==> config.mk <==
export PLATFORM = sky130hd
export DESIGN_NAME = inst_fetcher
export DESIGN_NICKNAME = d
export VERILOG_FILES = /design/src/rtl/inst_fetcher.sv
export SDC_FILE = /design/constraint.sdc
export NUM_CORES = 1
export LEC_CHECK = 0
export CAP_MARGIN = 20
export CORE_MARGIN = 1
export CORE_UTILIZATION = 35
export DETAILED_ROUTE_END_ITERATION = 8
export PLACE_DENSITY_LB_ADDON = 0.25
export SYNTH_ARGS = -nofsm -noshare
export SYNTH_HDL_FRONTEND = slang
export SYNTH_SLANG_ARGS = --single-unit
==> constraint.sdc <==
create_clock -name clk_in -period 2.2 [get_ports clk_in]
set_input_delay 0.44 -clock clk_in [delete_from_list [all_inputs] [get_ports clk_in]]
set_output_delay 0.44 -clock clk_in [all_outputs]
set_load 0.05 [all_outputs]
==> src/rtl/inst_fetcher.sv <==
// Instruction fetch stage: looks up the icache, falls back to memory on a miss, issues words to the queue.
// Define IFETCH_ICACHE_EN to enable the icache lookup/fill path; without it every fetch goes to memory.
module inst_fetcher #(
  parameter logic [31:0] RESET_PC = 32'h0
) (
  input  logic        clk_in,
  input  logic        rst_in,
  input  logic        rdy_in,
  input  logic        clr_in,
  input  logic [31:0] clr_pc,
  output logic [31:0] if_to_ic_inst_addr,
  output logic [31:0] if_to_ic_inst,
  output logic        if_to_ic_inst_valid,
  output logic        if_to_ic_ready,
  input  logic        ic_to_if_hit,
  input  logic [31:0] ic_to_if_hit_inst,
  output logic        if_to_mc_req,
  output logic [31:0] if_to_mc_addr,
  input  logic        mc_to_if_done,
  input  logic [31:0] mc_to_if_inst,
  output logic        if_to_iq_valid,
  output logic [31:0] if_to_iq_inst,
  output logic [31:0] if_to_iq_pc,
  input  logic        iq_to_if_full
);

`ifdef IFETCH_ICACHE_EN
  typedef enum logic [1:0] {LOOKUP = 2'd0, MEM_WAIT = 2'd1, FILL = 2'd2} state_t;
`else
  typedef enum logic [1:0] {LOOKUP = 2'd0, MEM_WAIT = 2'd1} state_t;
`endif

  state_t      r_state;
  state_t      w_state_next;
  logic [31:0] r_pc;
  logic [31:0] r_mc_addr;
  logic        r_mc_req;
  logic        r_iq_valid;
  logic [31:0] r_iq_inst;
  logic [31:0] r_iq_pc;
  logic [31:0] r_ic_inst;
  logic        w_lookup_go;
  logic        w_hit;
  logic        w_hit_go;
  logic        w_miss_go;
  logic        w_done_go;

  // A lookup only starts when the queue can take an entry and no redirect is pending.
  assign w_lookup_go = (r_state == LOOKUP) && rdy_in && !iq_to_if_full && !clr_in;

`ifdef IFETCH_ICACHE_EN
  logic r_ic_valid;
  assign w_hit               = ic_to_if_hit;
  assign if_to_ic_ready      = w_lookup_go;
  assign if_to_ic_inst_valid = r_ic_valid && rdy_in && !clr_in;
`else
  logic w_unused_hit;
  assign w_unused_hit        = ic_to_if_hit;
  assign w_hit               = 1'b0;
  assign if_to_ic_ready      = 1'b0;
  assign if_to_ic_inst_valid = 1'b0;
`endif

  assign if_to_ic_inst_addr = (r_state == LOOKUP) ? r_pc : r_mc_addr;
  assign if_to_ic_inst      = r_ic_inst;
  assign if_to_mc_req       = r_mc_req;
  assign if_to_mc_addr      = r_mc_addr;
  assign if_to_iq_valid     = r_iq_valid && rdy_in;
  assign if_to_iq_inst      = r_iq_inst;
  assign if_to_iq_pc        = r_iq_pc;

  always_comb begin
    w_state_next = r_state;
    w_hit_go     = 1'b0;
    w_miss_go    = 1'b0;
    w_done_go    = 1'b0;
    if (rdy_in) begin
      if (clr_in) begin
        w_state_next = LOOKUP;
      end else begin
        case (r_state)
          LOOKUP: begin
            if (w_lookup_go) begin
              if (w_hit) begin
                w_hit_go = 1'b1;
              end else begin
                w_miss_go    = 1'b1;
                w_state_next = MEM_WAIT;
              end
            end
          end
          MEM_WAIT: begin
            if (mc_to_if_done) begin
              w_done_go = 1'b1;
`ifdef IFETCH_ICACHE_EN
              w_state_next = FILL;
`else
              w_state_next = LOOKUP;
`endif
            end
          end
          default: w_state_next = LOOKUP;
        endcase
      end
    end
  end

  always_ff @(posedge clk_in) begin
    if (rst_in) begin
      r_state    <= LOOKUP;
      r_pc       <= RESET_PC;
      r_mc_addr  <= 32'h0;
      r_mc_req   <= 1'b0;
      r_iq_valid <= 1'b0;
      r_iq_inst  <= 32'h0;
      r_iq_pc    <= 32'h0;
      r_ic_inst  <= 32'h0;
    end else if (rdy_in) begin
      r_state    <= w_state_next;
      r_iq_valid <= w_hit_go || w_done_go;
      if (clr_in) begin
        r_pc     <= clr_pc;
        r_mc_req <= 1'b0;
      end
      if (w_hit_go) begin
        r_iq_inst <= ic_to_if_hit_inst;
        r_iq_pc   <= r_pc;
        r_pc      <= r_pc + 32'd4;
      end
      if (w_miss_go) begin
        r_mc_req  <= 1'b1;
        r_mc_addr <= r_pc;
      end
      if (w_done_go) begin
        r_mc_req  <= 1'b0;
        r_iq_inst <= mc_to_if_inst;
        r_iq_pc   <= r_mc_addr;
        r_pc      <= r_pc + 32'd4;
        r_ic_inst <= mc_to_if_inst;
      end
    end
  end

`ifdef IFETCH_ICACHE_EN
  // Fill strobe is raised only on the MEM_WAIT->FILL transition and drops on the next enabled cycle.
  always_ff @(posedge clk_in) begin
    if (rst_in) begin
      r_ic_valid <= 1'b0;
    end else if (rdy_in) begin
      r_ic_valid <= w_done_go;
    end
  end
`endif

endmodule

==> summary.txt <==
Status
  • Outcome: finished clean

GRT
  • Total grt overflow: 0
  • Vias in the first global route: 5625
  • First-pass GRT wire length: 30700 um
  • Pin count of the biggest net entering global routing: 79
  • Antenna violations before repair: 0
  • Total Routing Usage GR: 0.222

Die
  • DIE AREA: 17800 um^2
  • Starting density of the core: 0.362
  • Placeable Area: 16700 um^2
  • Die height: 133 um
  • Std-Cell Rows: 47
  • I/O Pins: 267
  • Die width: 133 um

Synth
  • Post-Syn Instances: 782
  • Post-Syn Area: 6040 um^2
  • Synth cell types: 55
  • Register bit total from synthesis: 131
  • Primary FF master, synth: dfxtp_1
  • Asr flop ratio synth: 0
  • Synth area leader: dfxtp_1
  • Synth top area cells: dfxtp_1 (43%), nand2_1 (14%), a21oi_1 (9.2%), mux2_2 (5.2%), buf_4 (4.2%)
  • Sequential cell area fraction in the yosys report: 0.434
  • Ys Warns: 0
  • Number of synthesized flops with an enable pin: 0
  • Yosys top cell area share: 0.434
  • Mapped Avg Cell Area: 7.72 um^2

Worst setup path
  • CP Launch Type: flop
  • Critical path peak fanout: 4
  • Critical path, cell by cell: clkdlybuf4s50_1
  • Critical path class: flop to primary output
  • Worst path max stage delay: 0.84 ns
  • Critical Path Sink Type: primary output
  • Worst path arrival time: 1.69 ns
  • Critical path depth in cells: 1
  • Reg2Reg Setup Slack: 0.21 ns
  • Worst Path Buf+Inv: 1
  • R2R depth: 6
  • Required time of the critical path: 1.76 ns
  • CP max stage cell: clkdlybuf4s50_1
  • Top Family by Delay on Critical Path: buffers and inverters

Placement
  • Port buffer count: 231
  • GPL Wtd Cong: 0.882
  • HPWL after detailed placement: 14300 um

Timing
  • Rel. slew slack: 0.627
  • Setup TNS: 0 ns
  • Tcrit/Tclk final: 0.966
  • Count of pins over their slew limit: 0
  • Unrepaired setup endpoints after global routing: false
  • Hold Vio Cnt, Final: 0
  • Fmax: 470 MHz
  • Setup Skew: 0.0110 ns
  • Least-Margin Pin Slew: 0.558 ns
  • Endpoints failing setup: 0
  • Tmin final: 2.13 ns

Clock network
  • TritonCTS Sinks: 131
  • Clk Tree Root Cell: clkbuf_16
  • Clk slew on worst S/H paths: 0.06 ns
  • Clock Tree Buf Depth: 2
  • Post-CTS Setup Repair Bufs: 0
  • CTS H-Tree Depth: 4
  • CTS tree: done
  • Skew-Pair Late Insertion Delay: 0.42 ns
  • CTS buffer count: 17

Finish
  • Most frequent cells in the layout: nand2_1 (226), clkdlybuf4s50_1 (197), dfxtp_1 (130)
  • Layout cells sized above 1: 0.157
  • Storage cell area: 2620 um^2
  • Core Util, Final: 0.551
  • Area growth from synthesis to layout: 52.4%
  • N_diodes: 0
  • Fillcell total: 1591
  • Commonest non-fill, non-tap cell in the layout: nand2_1
  • Final nets: 1096
  • Area of the multi-input gates: 2930 um^2

Power and ir drop
  • Power per cell area: 675 nW/um^2
  • Peak VDD IR: 0.000529 V
  • P_leak: 3.19 nW

Routing
  • Vias per cell: 5.12
  • Vias: 6275
  • First-pass iteration count of the detailed router: 5
  • Drc violations: 0
  • Iter 0 DRT Violations: 493
  • DR WL/cell: 16.2 um
  • Post-route antenna net violation count: 0
  • Post-Route WL: 19800 um

Min path
  • Hold WC Path Type: flop to flop
  • Hold path cells: 2

Flow run
  • # Max-Cap Violations: 0
[Yosys cell counts (all sizes together) (2+ instances only)]
master	count
a211oi	16
a21oi	111
a221oi	5
a22oi	5
a311oi	2
a31oi	3
and2	5
and3	8
and4	2
buf	41
clkbuf	51
dfxtp	131
inv	8
mux2	28
mux2i	2
nand2	226
nand2b	2
nand3	20
nand4	10
nor2	18
nor3	15
nor4	3
o211ai	3
o21ai	28
o22ai	6
or3	5
or4	4
xnor2	3
xor2	4
[layer usage]
metal / up-vias / track usage / wire length [um]
met2: 295 / 0.351 / 9250
li1: 3092 / - / -
met5: - / 0 / 0
met3: 28 / 0.0533 / 1570
met1: 2860 / 0.297 / 8690
met4: 0 / 0.0701 / 304
[registers in the layout, summed over array words and instances (netlist names)]
name	count
r_pc	32
r_iq_valid	1
r_state	1
if_to_mc_req	1
if_to_ic_inst	32
if_to_iq_pc	32
if_to_mc_addr	32
[final cells by class]
type                       instances  area share
multi-input combinational        552       0.319
timing repair buffer             282       0.299
sequential                       131       0.285
clock buffer                      17      0.0462
tap                              220      0.0299
clock inverter                    15      0.0183
inverter                           8     0.00326
[kinds of logic (layout without fill, tap and decap cells)]
kind of cell               Yosys count  in the layout  share of synthesized area
and+or+nand+nor                    320            320                      0.228
muxes                               30             30                     0.0555
adders and majority gates            1              1                    0.00207
other                                1              2                   0.000621
AOI/OAI and AO/OA                  192            192                      0.185
xor gates and xnor gates             7              7                     0.0101
buffers and inverters              100            322                     0.0841
DFF                                131            131                      0.434
[worst paths after layout]
kind                      from                end
max          if_to_mc_addr[14]  if_to_mc_addr[14]
max reg2reg            r_pc[5]           r_pc[28]
min            if_to_iq_pc[24]    if_to_iq_pc[24]
min reg2reg    if_to_iq_pc[24]    if_to_iq_pc[24]
[tightest hold or removal path, delay by kind of cell (launching register included)]
| family | cells | cell delay (ns) |
|---|---|---|
| AO/OA/AOI/OAI | 1 | 0.05 |
| flip-flops | 1 | 0.30 |
| AND/OR/NAND/NOR | 1 | 0.05 |
[stage by stage]
step                area (um^2)  worst slack (ns)  total power [mW]  hold slack, ns  instances
global route               9210            0.0355              6.45           0.472       1225
finish                     9210            0.0746              6.21           0.451       1225
floorplan                  6040            -0.128              3.01           0.443        783
CTS                        9200            0.0239              6.27           0.454       1225
detailed placement         8610           -0.0406              3.40           0.446       1193
global placement           8610          -0.00477              3.40           0.441       1193
[what timing repair did]
item / 4_1_cts / 5_1_grt
hold buffers: 0 / 0
gates resized for setup: 0 / 1
endpoints found under the setup margin: 0 / 7
[where the power goes]
part / leakage [nW] / internal [mW] / total, mW / switching (mW)
Sequential: 1.06 / 2.43 / 2.50 / 0.0744
Combinational: 1.84 / 0.355 / 0.854 / 0.499
Clock: 0.284 / 1.70 / 2.86 / 1.16
Total: 3.19 / 4.48 / 6.21 / 1.73
No activity file was read; power rests on OpenSTA's default activity.
